===== src/rtl/mux_n1_arb_pkg.sv =====
// -----------------------------------------------------------------------------
// mux_n1_arb_pkg : shared mode encodings and width helper   (rev 1.0)
// -----------------------------------------------------------------------------
`default_nettype none

package mux_n1_arb_pkg;

    localparam int MODE_RR   = 0;
    localparam int MODE_PRIO = 1;

    function automatic int clog2(input int n);
        int r;
        r = 0;
        while ((1 << r) < n) r++;
        return r;
    endfunction

endpackage

`default_nettype wire


===== src/rtl/mux_n1_arb_arb.sv =====
// -----------------------------------------------------------------------------
// rr_burst_arb : round-robin-with-burst / fixed-priority grant selector (rev 1.0)
// -----------------------------------------------------------------------------
`default_nettype none

module rr_burst_arb
    import mux_n1_arb_pkg::*;
#(
    parameter int NUM_CH = 4,
    parameter int BURST  = 2,
    parameter int MODE   = MODE_RR,
    parameter int CH_W   = 2
) (
    input  logic              clk,
    input  logic              rst_n,
    input  logic [NUM_CH-1:0] valid_i,
    input  logic              advance_i,
    output logic [CH_W-1:0]   grant_o,
    output logic              grant_vld_o
);

    localparam logic [3:0] BURST_LIM = 4'(BURST - 1);

    logic [CH_W-1:0] ptr_q, ptr_d;
    logic [3:0]      burst_q, burst_d;
    logic            active_q, active_d;

    logic [CH_W-1:0] srch_idx, prio_idx, c_idx;
    logic            srch_vld, prio_vld, hold;

    always_comb begin
        int c;
        c        = 0;
        c_idx    = '0;
        srch_idx = '0;
        srch_vld = 1'b0;
        prio_idx = '0;
        prio_vld = 1'b0;
        // Descending scan so the nearest channel after the pointer wins last.
        for (int off = NUM_CH; off >= 1; off--) begin
            c = int'(ptr_q) + off;
            if (c >= NUM_CH) c = c - NUM_CH;
            c_idx = c[CH_W-1:0];
            if (valid_i[c_idx]) begin
                srch_vld = 1'b1;
                srch_idx = c_idx;
            end
        end
        for (int i = NUM_CH - 1; i >= 0; i--) begin
            if (valid_i[i]) begin
                prio_vld = 1'b1;
                prio_idx = CH_W'(i);
            end
        end
    end

    // active_q stays low until the first grant so the post-reset search starts at ch0.
    assign hold = active_q && valid_i[ptr_q] && (burst_q < BURST_LIM);

    always_comb begin
        grant_o     = ptr_q;
        grant_vld_o = 1'b0;
        ptr_d       = ptr_q;
        burst_d     = burst_q;
        active_d    = active_q | advance_i;
        if (MODE == MODE_PRIO) begin
            grant_o     = prio_idx;
            grant_vld_o = prio_vld;
            burst_d     = '0;
        end else if (hold) begin
            grant_o     = ptr_q;
            grant_vld_o = 1'b1;
            if (advance_i) burst_d = burst_q + 4'd1;
        end else begin
            grant_o     = srch_idx;
            grant_vld_o = srch_vld;
            if (advance_i) burst_d = '0;
        end
        if (advance_i) ptr_d = grant_o;
    end

    always_ff @(posedge clk or negedge rst_n) begin
        if (!rst_n) begin
            ptr_q    <= CH_W'(NUM_CH - 1);
            burst_q  <= '0;
            active_q <= 1'b0;
        end else begin
            ptr_q    <= ptr_d;
            burst_q  <= burst_d;
            active_q <= active_d;
        end
    end

endmodule

`default_nettype wire


===== src/rtl/mux_n1_arb.sv =====
// -----------------------------------------------------------------------------
// mux_n1_arb : N:1 arbitrated FIFO-drain mux with registered output (rev 1.0)
// -----------------------------------------------------------------------------
`default_nettype none

module mux_n1_arb
    import mux_n1_arb_pkg::*;
#(
    parameter int NUM_CH = 4,
    parameter int IN_W   = 10,
    parameter int OUT_W  = 8,
    parameter int BURST  = 2,
    parameter int MODE   = MODE_RR,
    localparam int CH_W  = clog2(NUM_CH)
) (
    input  logic                   clk,
    input  logic                   rst_n,
    input  logic [NUM_CH*IN_W-1:0] in_data_i,
    input  logic [NUM_CH-1:0]      in_valid_i,
    input  logic                   out_ready_i,
    output logic [NUM_CH-1:0]      pop_o,
    output logic [OUT_W-1:0]       out_o,
    output logic                   valid_out_o,
    output logic [CH_W-1:0]        out_ch_o
);

    logic [CH_W-1:0]  grant;
    logic             grant_vld;
    logic             load_en;
    logic [OUT_W-1:0] word_sel;
    logic             unused_in_bits;

    logic [OUT_W-1:0] out_q;
    logic [CH_W-1:0]  out_ch_q;
    logic             valid_q;

    rr_burst_arb #(
        .NUM_CH (NUM_CH),
        .BURST  (BURST),
        .MODE   (MODE),
        .CH_W   (CH_W)
    ) u_arb (
        .clk         (clk),
        .rst_n       (rst_n),
        .valid_i     (in_valid_i),
        .advance_i   (load_en),
        .grant_o     (grant),
        .grant_vld_o (grant_vld)
    );

    // Gating with rst_n keeps pop silent for the whole reset interval.
    assign load_en = rst_n & (~valid_q | out_ready_i) & grant_vld;

    always_comb begin
        pop_o = '0;
        if (load_en) pop_o[grant] = 1'b1;
    end

    always_comb begin
        word_sel = '0;
        for (int i = 0; i < NUM_CH; i++) begin
            if (grant == CH_W'(i)) word_sel = in_data_i[i*IN_W +: OUT_W];
        end
    end

    assign unused_in_bits = ^in_data_i;

    always_ff @(posedge clk or negedge rst_n) begin
        if (!rst_n) begin
            out_q    <= '0;
            out_ch_q <= '0;
            valid_q  <= 1'b0;
        end else if (load_en) begin
            out_q    <= word_sel;
            out_ch_q <= grant;
            valid_q  <= 1'b1;
        end else if (out_ready_i) begin
            valid_q  <= 1'b0;
        end
    end

    assign out_o       = out_q;
    assign out_ch_o    = out_ch_q;
    assign valid_out_o = valid_q;

endmodule

`default_nettype wire

===== config.mk =====
export PLATFORM = sky130hd
export DESIGN_NAME = mux_n1_arb
export DESIGN_NICKNAME = d
export VERILOG_FILES = /design/src/rtl/mux_n1_arb_pkg.sv /design/src/rtl/mux_n1_arb_arb.sv /design/src/rtl/mux_n1_arb.sv
export SDC_FILE = /design/constraint.sdc
export NUM_CORES = 1
export LEC_CHECK = 0
export CAP_MARGIN = 40
export CORE_MARGIN = 2
export CORE_UTILIZATION = 30
export DETAILED_ROUTE_END_ITERATION = 6
export GPL_ROUTABILITY_DRIVEN = 1
export PLACE_DENSITY_LB_ADDON = 0.2
export SYNTH_ARGS = -nofsm -noshare
export SYNTH_HDL_FRONTEND = slang
export SYNTH_SLANG_ARGS = --single-unit

===== constraint.sdc =====
create_clock -name clk -period 2.9 [get_ports clk]
set_input_delay 0.58 -clock clk [delete_from_list [all_inputs] [get_ports clk]]
set_output_delay 0.58 -clock clk [all_outputs]
set_load 0.03 [all_outputs]

# ---- Word level (Yosys, flattened, before mapping)
# Index checks and enable logic that the tools add are counted.
dict set report word_totals {
  register_bits 18
  latch_bits 0
  ramBits 0
  romBits 0
  in_bits 47
  output_inout_bits 15
  word_cells 76
  memories 0
}
dict set report classes {
  n_addsub 9
  mul 0
  div 0
  magnitude_cmp 12
  eq_ne 3
  shift 0
  muxes 36
  bitwise_logic 5
  reduce_logical 5
}
# cell count
set ops {}
lappend ops {{8-bit two-way mux} 4}
lappend ops {{2-bit by 3-bit less-than comparator with 1-bit output, second input constant} 6}
lappend ops {{2-bit two-way mux} 9}
lappend ops {{4-bit two-way mux} 4}
lappend ops {{1-bit two-way mux} 13}
lappend ops {{1-bit binary-select mux with 2-bit select} 5}
lappend ops {{3-bit greater-or-equal comparator, second input constant} 3}
lappend ops {{2-bit by 1-bit subtractor with 2-bit output, second input constant} 4}
lappend ops {{2-bit by 2-bit adder with 3-bit output, second input constant} 2}
lappend ops {{2-bit by 3-bit adder with 4-bit output, second input constant} 1}
lappend ops {{4-bit by 1-bit adder with 4-bit output, second input constant} 1}
lappend ops {{2-bit == test, second input constant} 2}
lappend ops {{4-bit by 3-bit greater-or-equal comparator with 1-bit output, second input constant} 1}
lappend ops {{4-bit by 1-bit less-than comparator with 1-bit output, second input constant} 1}
lappend ops {{2-bit by 1-bit adder with 3-bit output, second input constant} 1}
lappend ops {{1-bit logical AND} 3}
lappend ops {{1-bit AND} 2}
lappend ops {{1-bit demux with 2-bit select} 1}
lappend ops {{2-bit by 1-bit == test with 1-bit output, second input constant} 1}
lappend ops {{2-bit by 1-bit greater-or-equal comparator with 1-bit output, second input constant} 1}
lappend ops {{2-bit zero test} 1}
lappend ops {{1-bit OR} 2}
lappend ops {{2-bit nonzero test} 1}
lappend ops {{1-bit NOT} 1}

# ---- Longest topological paths before layout
# Gate-level depths: netlist of the first run.
dict set report logic_depth {
  depth_word 15
  ltp_mapped 10
  mapped_depth_nobuf 8
}

# ---- Hierarchy
# Synthesis of the first run repeated with hierarchy kept, for this count alone.
dict set report hier_totals {
  hier_cells 111
  hier_area_um2 1327.5
}
# mod instances cells_per_inst area_per_inst_um2 seq_area_each_um2
set modules_own_cells {}
lappend modules_own_cells {rr_burst_arb 1 71 664.4 177.7}
lappend modules_own_cells {mux_n1_arb 1 40 663.1 275.3}

# ---- Worst setup path before layout of the first run
# No wires, ideal clock.
dict set report synth_timing {
  path_kind {flip-flop to output port}
  startpoint {register u_arb.ptr_q[0]}
  endpoint {output port pop_o[2]}
  arrival_time_ps 2273
  slack_ps 47
  path_stages_with_launch 8
  n_path_buf 2
  path_cell_list {dfstp_2 -> mux2_4 -> nor3_2 -> a22oi_4 -> and2_4 -> buf_12 -> buf_6 -> nor3_1}
}
dict set report synth_between {
  elab_chain_cells 15
}
# item line
set synth_rtl {}
lappend synth_rtl {{start: declaration} mux_n1_arb_arb.sv:24} ;# logic [CH_W-1:0] ptr_q, ptr_d;
lappend synth_rtl {{start signal: assignment} mux_n1_arb_arb.sv:84} ;# ptr_q <= CH_W'(NUM_CH - 1);
lappend synth_rtl {{start signal: assignment} mux_n1_arb_arb.sv:88} ;# ptr_q <= ptr_d;
lappend synth_rtl {{2-bit by 3-bit adder with 4-bit output} mux_n1_arb_arb.sv:41} ;# c = int'(ptr_q) + off;
lappend synth_rtl {{4-bit by 3-bit greater-or-equal comparator with 1-bit output / 2-bit by 1-bit subtractor with 2-bit output (equally long branches)} mux_n1_arb_arb.sv:42} ;# if (c >= NUM_CH) c = c - NUM_CH;
lappend synth_rtl {{2-bit two-way mux} mux_n1_arb_arb.sv:42}
lappend synth_rtl {{1-bit binary-select mux with 2-bit select} mux_n1_arb_arb.sv:44} ;# if (valid_i[c_idx]) begin
lappend synth_rtl {{1-bit two-way mux (implied by the code)} mux_n1_arb_arb.sv:44}
lappend synth_rtl {{2-bit two-way mux (4 in series)} mux_n1_arb_arb.sv:44}
lappend synth_rtl {{2-bit two-way mux} mux_n1_arb_arb.sv:70} ;# end else if (hold) begin
lappend synth_rtl {{2-bit by 3-bit less-than comparator with 1-bit output (implied by the code) / 2-bit by 1-bit greater-or-equal comparator with 1-bit output (equally long branches)} mux_n1_arb.sv:56} ;# if (load_en) pop_o[grant] = 1'b1;
lappend synth_rtl {{1-bit logical AND (implied by the code)} mux_n1_arb.sv:56}
lappend synth_rtl {{1-bit two-way mux (implied by the code)} mux_n1_arb.sv:56}
lappend synth_rtl {{1-bit demux with 2-bit select} mux_n1_arb.sv:56}
lappend synth_rtl {{4-bit two-way mux (*)} mux_n1_arb.sv:56}
lappend synth_rtl {{end: declaration} mux_n1_arb.sv:21} ;# output logic [NUM_CH-1:0] pop_o,
# Every way passes the cells marked *; elsewhere a longest branch is shown, timed or not. The select of a mux whose other input is x is not followed.

# ---- Worst setup path after layout of the first run
dict set report layout_timing {
  startpoint {register u_arb.ptr_q[0]}
  endpoint {output port pop_o[3]}
}
# Same word-level chain as after synthesis.

==> results of run 1 <==
[final timing paths]
kind / end / slack (ps) / cells past startpoint
min in group asynchronous: u_arb.active_q / 750 / 2
worst max register to register: out_o[1] / 490 / 8
worst min register to register: u_arb.active_q / 490 / 1
worst max-delay path: pop_o[3] / 150 / 6
max in group asynchronous: u_arb.ptr_q[1] / 1880 / 2
worst min-delay path: u_arb.active_q / 490 / 1
[cells in the mapped netlist, drive strengths merged (2+ instances only)]
cell type | count | share of area, %
o21a | 4 | 2.3
nor2 | 7 | 2.0
o221a | 9 | 7.6
nand2b | 4 | 1.9
dfstp | 2 | 3.9
nand2 | 6 | 1.7
nand3 | 8 | 3.0
and2 | 2 | 1.1
mux2 | 10 | 11
dfrtp | 16 | 30
a21boi | 2 | 1.1
nor3 | 4 | 1.9
clkbuf | 4 | 1.1
buf | 5 | 4.6
o211ai | 2 | 1.5
inv | 11 | 3.1
o21ai | 2 | 1.0
ha | 2 | 1.9
o2111ai | 8 | 5.3
a21oi | 5 | 2.2
a22oi | 2 | 2.2
[through the flow]
step / setup WS, ps / instance area, µm² / std cells
global route: 36.7 / 2070 / 248
global placement: -7.06 / 1950 / 239
CTS: 22.3 / 2010 / 243
floorplan: 47.1 / 1330 / 130
finish: 152 / 2070 / 248
detailed placement: -76.0 / 1950 / 239
[routing by layer]
metal  wire length (µm)  up-vias  track usage (%)
met5                  0        -                0
met4                 12        0             2.94
met3                175        2             3.42
met2               1860       36             25.4
met1               1570      628             19.1
li1                   -      629                -
[state kept, by name, indices dropped and copies added, names as in the netlist]
register,count
out_ch_o,2
out_o,8
u_arb.active_q,1
u_arb.burst_q,4
u_arb.ptr_q,2
valid_out_o,1
[worst max-delay path: stages (launching register included)]
cell and delay [ps]:
dfstp_2 640, mux2_4 330, nor3_2 250, a22oi_4 110, and2_4 190, nor3_1 190, buf_4 200
[cell type report]
| class | count | share of cell area, % |
|---|---|---|
| Timing Repair Buffer | 71 | 32.2 |
| Clock buffer | 4 | 2.66 |
| Tap cell | 52 | 3.14 |
| Sequential cell | 18 | 21.9 |
| Multi-Input combinational cell | 92 | 38.1 |
| Inverter | 11 | 1.99 |
[power groups by stage]
stage          clock, µW  combinational [µW]  sequential, µW
2_1_floorplan          0                 851             559
3_3_place_gp           0                1320             461
3_5_place_dp           0                1340             466
4_1_cts              211                1350             464
5_1_grt              224                1530             471
6_report             204                1420             456
[cell usage in the layout, fill, tap and decap left out, types with 6 or more instances in the layout]
| cell type | instances |
|---|---|
| nand2_1 | 6 |
| o221a_1 | 8 |
| dfrtp_1 | 16 |
| nor2_1 | 6 |
| inv_1 | 11 |
| o2111ai_1 | 8 |
| mux2_4 | 9 |
| buf_4 | 21 |
| clkdlybuf4s50_1 | 45 |
| nand3_1 | 8 |
[kinds of logic after synthesis]
kind of cell	count (synthesis)	synth area share (%)
AO/OA/AOI/OAI	39	26.1
multiplexers	11	11.7
AND/OR/NAND/NOR	40	17.5
flip-flops	18	34.0
buffers and inverters	20	8.83
adder cells (fa/ha/maj)	2	1.88
[repair_timing]
action / CTS / global route
buffers inserted: 0 / 5
setup endpoints to repair: 3 / 4
pin swaps: 0 / 5
resized for setup: 4 / 5
==> out/metrics.cfg, run 1 <==
[run_status]
outcome=finished, final reports clean

[timing]
whs_ps=491
period_share_pct=94.8
hold_viol_final=0
rsz0062_at_grt=false
final.setup.tns_ps=0
slew_headroom_pct=78.4
worst_pin_slew_ps=320
skew_ps=2.23
setup_viol=0
fmax_ghz=0.364
slew_violations=0
fin_crit_ps=2750

[synthesis]
ys_seq_area_share_pct=34.0
synth_seq_cells=18
ys.flop_type=dfrtp_1
syn_inst=130
syn-cell-area_mm2=0.00133
async_flop_share_pct=100
syn_nets=179
avgSynthCellArea_um2=10.3
synth_cell_type_count=48
synth_edf_count=0
synth_warnings=0

[power]
leakage_uw=0.000884
p_sw_uw=888
ir_drop_mv=0.649
pwr-share-comb_pct=68.3
power_frac_clock_pct=9.8
pwr_density_cell_mw_per_mm2=1010
swShare_pct=42.6
finalPower_uw=2080
pwr-share-seq_pct=21.9
intPower_uw=1200

[job]
maxCapViolCount=0

[worst_hold_path]
hp-start=u_arb.active_q
hold_class=flop to flop

[global_routing]
grt_max_degree=26
grt_pass1_wl_um=6000
grt_overflow_total=0
track_usage_pct=14.8
grt_pass1_vias=1286
antenna_found_initial=0

[floorplanning]
die-area_mm2=0.00499
start_util_pct=30.8
die_w_um=70.6
core.rowCount=24
dieHeight_um=70.6
design.core.area_mm2=0.00432
pin_count=62

[final_layout]
final_nets=246
insertedDiodeCount=0
multi_input_area_um2=790
drive_above_1_share_pct=26.5
seqCellArea_um2=453
fill_cells=419
area.growth.synth_to_final_pct=55.4
post-route-util_pct=47.9

[drt]
remaining_drc_errors=0
dr.pass1.iters=4
drt_iter0_markers=58
wl_um=3620
drtAntennaViolNets=0
dr_total_vias=1295
wire_per_inst_um=14.6
vias_per_cell=5.22

[clocking]
h-tree-depth=1
path_clk_slew_ps=70
clock-sinks=18
hold_buffers=0
cts_tree=done
clock_path_buffers=2
clkLatencyLatePin_ps=250
cts-root-buf=clkbuf_8
cts_inserted_buffers=3

[placed_design]
dp_hpwl_um=2760
io_buffers=53
gp_congestion=0.873

[worst_setup_path]
startpoint=u_arb.ptr_q[0]
crit_path_start_kind=flop
crit_arrival_ps=2170
path_class=flop to output port
r2r-start=u_arb.ptr_q[0]
end_kind=output port
crit_fanout=7
worst-endpoint-required_ps=2320

(Power assumes the default switching activity.)
==> run 2, diff against run 1 <==
--- a/config.mk
+++ b/config.mk
@@ -8,9 +8,11 @@
 export CAP_MARGIN = 40
 export CORE_MARGIN = 2
 export CORE_UTILIZATION = 30
+export CTS_CLUSTER_SIZE = 28
 export DETAILED_ROUTE_END_ITERATION = 6
 export GPL_ROUTABILITY_DRIVEN = 1
 export PLACE_DENSITY_LB_ADDON = 0.2
+export SKIP_LAST_GASP = 1
 export SYNTH_ARGS = -nofsm -noshare
 export SYNTH_HDL_FRONTEND = slang
 export SYNTH_SLANG_ARGS = --single-unit
==> results of run 2 <==
No change in the layout: final DEF, timing and power equal those of run 1.
==> run 3, diff against run 2 <==
--- a/config.mk
+++ b/config.mk
@@ -8,6 +8,7 @@
 export CAP_MARGIN = 40
 export CORE_MARGIN = 2
 export CORE_UTILIZATION = 30
+export CTS_BUF_LIST = sky130_fd_sc_hd__clkbuf_4
 export CTS_CLUSTER_SIZE = 28
 export DETAILED_ROUTE_END_ITERATION = 6
 export GPL_ROUTABILITY_DRIVEN = 1
@@ -15,4 +16,5 @@
 export SKIP_LAST_GASP = 1
 export SYNTH_ARGS = -nofsm -noshare
 export SYNTH_HDL_FRONTEND = slang
+export SYNTH_HIERARCHICAL = 1
 export SYNTH_SLANG_ARGS = --single-unit
==> out/metrics.cfg, run 3 <==
[drt]
wire_per_inst_um=14.6  ; about the same
wl_um=3530  ; was 3620 µm
vias_per_cell=5.00  ; was 5.22
remaining_drc_errors=0  ; unchanged
drtAntennaViolNets=0  ; unchanged
dr_total_vias=1211  ; was 1,295
dr.pass1.iters=4  ; unchanged
drt_iter0_markers=26  ; was 58

[floorplanning]
dieHeight_um=70.5  ; was 70.6 µm
die_w_um=70.5  ; was 70.6 µm
pin_count=62  ; unchanged
design.core.area_mm2=0.00429  ; was 0.00432 mm²
core.rowCount=24  ; unchanged
die-area_mm2=0.00497  ; was 0.00499 mm²
start_util_pct=30.9  ; was 30.8%

[global_routing]
grt_overflow_total=0  ; unchanged
antenna_found_initial=0  ; unchanged
grt_pass1_vias=1237  ; was 1,286
track_usage_pct=14.6  ; was 14.8%
grt_pass1_wl_um=5780  ; was 6000 µm
grt_max_degree=21  ; was 26

[timing]
rsz0062_at_grt=true  ; was false
final.setup.tns_ps=-138  ; was 0 ps
worst_pin_slew_ps=326  ; was 320 ps
fin_crit_ps=2940  ; was 2750 ps
setup_viol=4  ; was 0
slew_violations=0  ; unchanged
hold_viol_final=0  ; unchanged
slew_headroom_pct=78.2  ; was 78.4%
skew_ps=3.29  ; was 2.23 ps
period_share_pct=101  ; was 94.8%
fmax_ghz=0.340  ; was 0.364 GHz
fin_ws_ps=-41.7  ; was 152 ps

[worst_setup_path]
crit_arrival_ps=2360  ; was 2170 ps
crit_fanout=6  ; was 7
end_kind=output port  ; unchanged
worst-endpoint-required_ps=2320  ; about the same
path_class=flop to output port  ; unchanged
crit_path_start_kind=flop  ; unchanged

[final_layout]
fill_cells=408  ; was 419
final_nets=240  ; was 246
drive_above_1_share_pct=40.0  ; was 26.5%
largest_reg_flops=8  ; unchanged
post-route-util_pct=51.2  ; was 47.9%
area.growth.synth_to_final_pct=65.6  ; was 55.4%
layout_common_cells=clkdlybuf4s50_1 (45), buf_4 (26), dfrtp_1 (16)  ; was clkdlybuf4s50_1 (45), buf_4 (21), dfrtp_1 (16)
final_common_cell=clkdlybuf4s50_1  ; unchanged
multi_input_area_um2=880  ; was 790 µm²
seqCellArea_um2=453  ; unchanged
insertedDiodeCount=0  ; unchanged

[synthesis]
ys_seq_area_share_pct=34.1  ; was 34.0%
yosysTopAreaCellShare_pct=30.2  ; was 30.0%
avgSynthCellArea_um2=12.0  ; was 10.3 µm²
yosysMostFrequentCell=dfrtp_1  ; unchanged
synth_top_cells_by_count=dfrtp_1 (16), nand2_1 (11), inv_1 (6), mux2_2 (6)  ; was dfrtp_1 (16), inv_1 (11), mux2_4 (9)
syn_inst=111  ; was 130
synth_cell_type_count=44  ; was 48
synth_warnings=6  ; was 0
yosysTopAreaCell=dfrtp_1  ; unchanged
ys.flop_type=dfrtp_1  ; unchanged
async_flop_share_pct=100  ; unchanged
syn-cell-area_mm2=0.00133  ; about the same
synth_seq_cells=18  ; unchanged
netlist_top_cells_area=dfrtp_1 (30%), mux4_2 (8.5%), mux4_1 (5.9%)  ; was dfrtp_1 (30%), mux2_4 (10%), o221a_1 (6.8%)
synth_edf_count=0  ; unchanged
syn_nets=160  ; was 179

[placed_design]
dp_hpwl_um=2790  ; was 2760 µm
io_buffers=53  ; unchanged
dp_slack_ps=-363  ; was -76.0 ps
gp_congestion=0.811  ; was 0.873

[power]
finalPower_uw=2200  ; was 2080 µW
pwr_density_cell_mw_per_mm2=1000  ; was 1010 mW/mm²
ir_drop_mv=0.491  ; was 0.649 mV
leakage_uw=0.000930  ; was 0.000884 µW

[clocking]
cts_tree=done  ; unchanged
hold_buffers=0  ; unchanged
path_clk_slew_ps=100  ; was 70 ps
clock-sinks=18  ; unchanged
cts-root-buf=clkbuf_4  ; was clkbuf_8
clkLatencyLatePin_ps=290  ; was 250 ps
h-tree-depth=1  ; unchanged
clock_path_buffers=2  ; unchanged
cts_inserted_buffers=3  ; unchanged

[job]
maxCapViolCount=0  ; unchanged

[worst_hold_path]
hold_class=flop to flop  ; unchanged

[run_status]
violations=negative setup slack
outcome=complete, but fails checks  ; was finished, final reports clean

==> run 3: changes by cell type in the layout (fill, tap and decap cells not counted), moves of 4 or more <==
cell | before | now
o2111ai_1 | 8 | 0
o221a_1 | 8 | 0
buf_6 | 0 | 6
inv_1 | 11 | 5
buf_4 | 21 | 26
mux2_2 | 1 | 6
mux4_2 | 0 | 5
nand2_1 | 6 | 11
clkbuf_8 | 4 | 0
mux2_4 | 9 | 5
nand3_1 | 8 | 4
==> run 3: area by class of cell <==
cell class | count | share of cell area [%]
multi-input cells | 80 | 40.0
inverters | 7 | 1.20
flip-flops and latches | 18 | 20.6
repair buffers | 81 | 34.0
clock buffers | 3 | 1.02
clock inverters | 1 | 0.171
well taps | 52 | 2.96
==> run 3: where the power goes <==
part | internal [µW] | leakage [µW] | switching, µW
Sequential | 365 | 0.000212 | 86.7
Combinational | 894 | 0.000702 | 725
Clock | 50.1 | 0.0000154 | 79.3
Total | 1310 | 0.000930 | 891
==> run 3: metal layers <==
metal | share of wire (%) | track usage (%) | vias to the layer above
met1 | 41 | 17.8 | 596
met5 | 0 | 0 | -
met4 | 0.96 | 3.85 | 0
li1 | - | - | 581
met2 | 54 | 26.4 | 30
met3 | 4.2 | 2.60 | 4
==> run 3: path summary, 6_finish.rpt <==
check	startpoint	endpoint	slack [ps]	cells after the start
worst max-delay path	u_arb/burst_q[1]	pop_o[3]	-40	10
min in group asynchronous	rst_n	u_arb/burst_q[3]	700	2
worst max register to register	u_arb/ptr_q[0]	out_o[3]	150	11
worst min register to register	out_o[2]	out_o[2]	510	1
worst min-delay path	out_o[2]	out_o[2]	510	1
max in group asynchronous	rst_n	u_arb/ptr_q[0]	1930	2
==> run 3: cells by family after synthesis <==
kind of cell | Yosys count | synth area share (%)
and+or+nand+nor | 39 | 19.0
AOI/OAI and AO/OA | 19 | 12.3
buffers and inverters | 13 | 5.75
muxes | 20 | 26.9
DFF | 18 | 34.1
adders and majority gates | 2 | 1.88
==> run 3: repair_timing <==
action / CTS / global route
resized for setup: 14 / 9
buffers inserted: 6 / 1
pin swaps: 3 / 5
setup endpoints to repair: 8 / 9
==> run 3: stage by stage <==
stage	hold WS (ps)	area, µm²	cells
6_report	513	2200	242
2_1_floorplan	284	1340	111
3_3_place_gp	471	2040	232
5_1_grt	536	2200	242
3_5_place_dp	495	2040	232
4_1_cts	521	2150	241
==> run 3: critical path, cell delays in order (launching register included) <==
cell     delay (ps)
dfrtp_1         390
inv_1           100
ha_4            140
or4bb_4         500
nor3_4          190
a41oi_2          50
o21ai_1         170
a21oi_2          60
buf_6           140
and3_2          190
buf_6           130
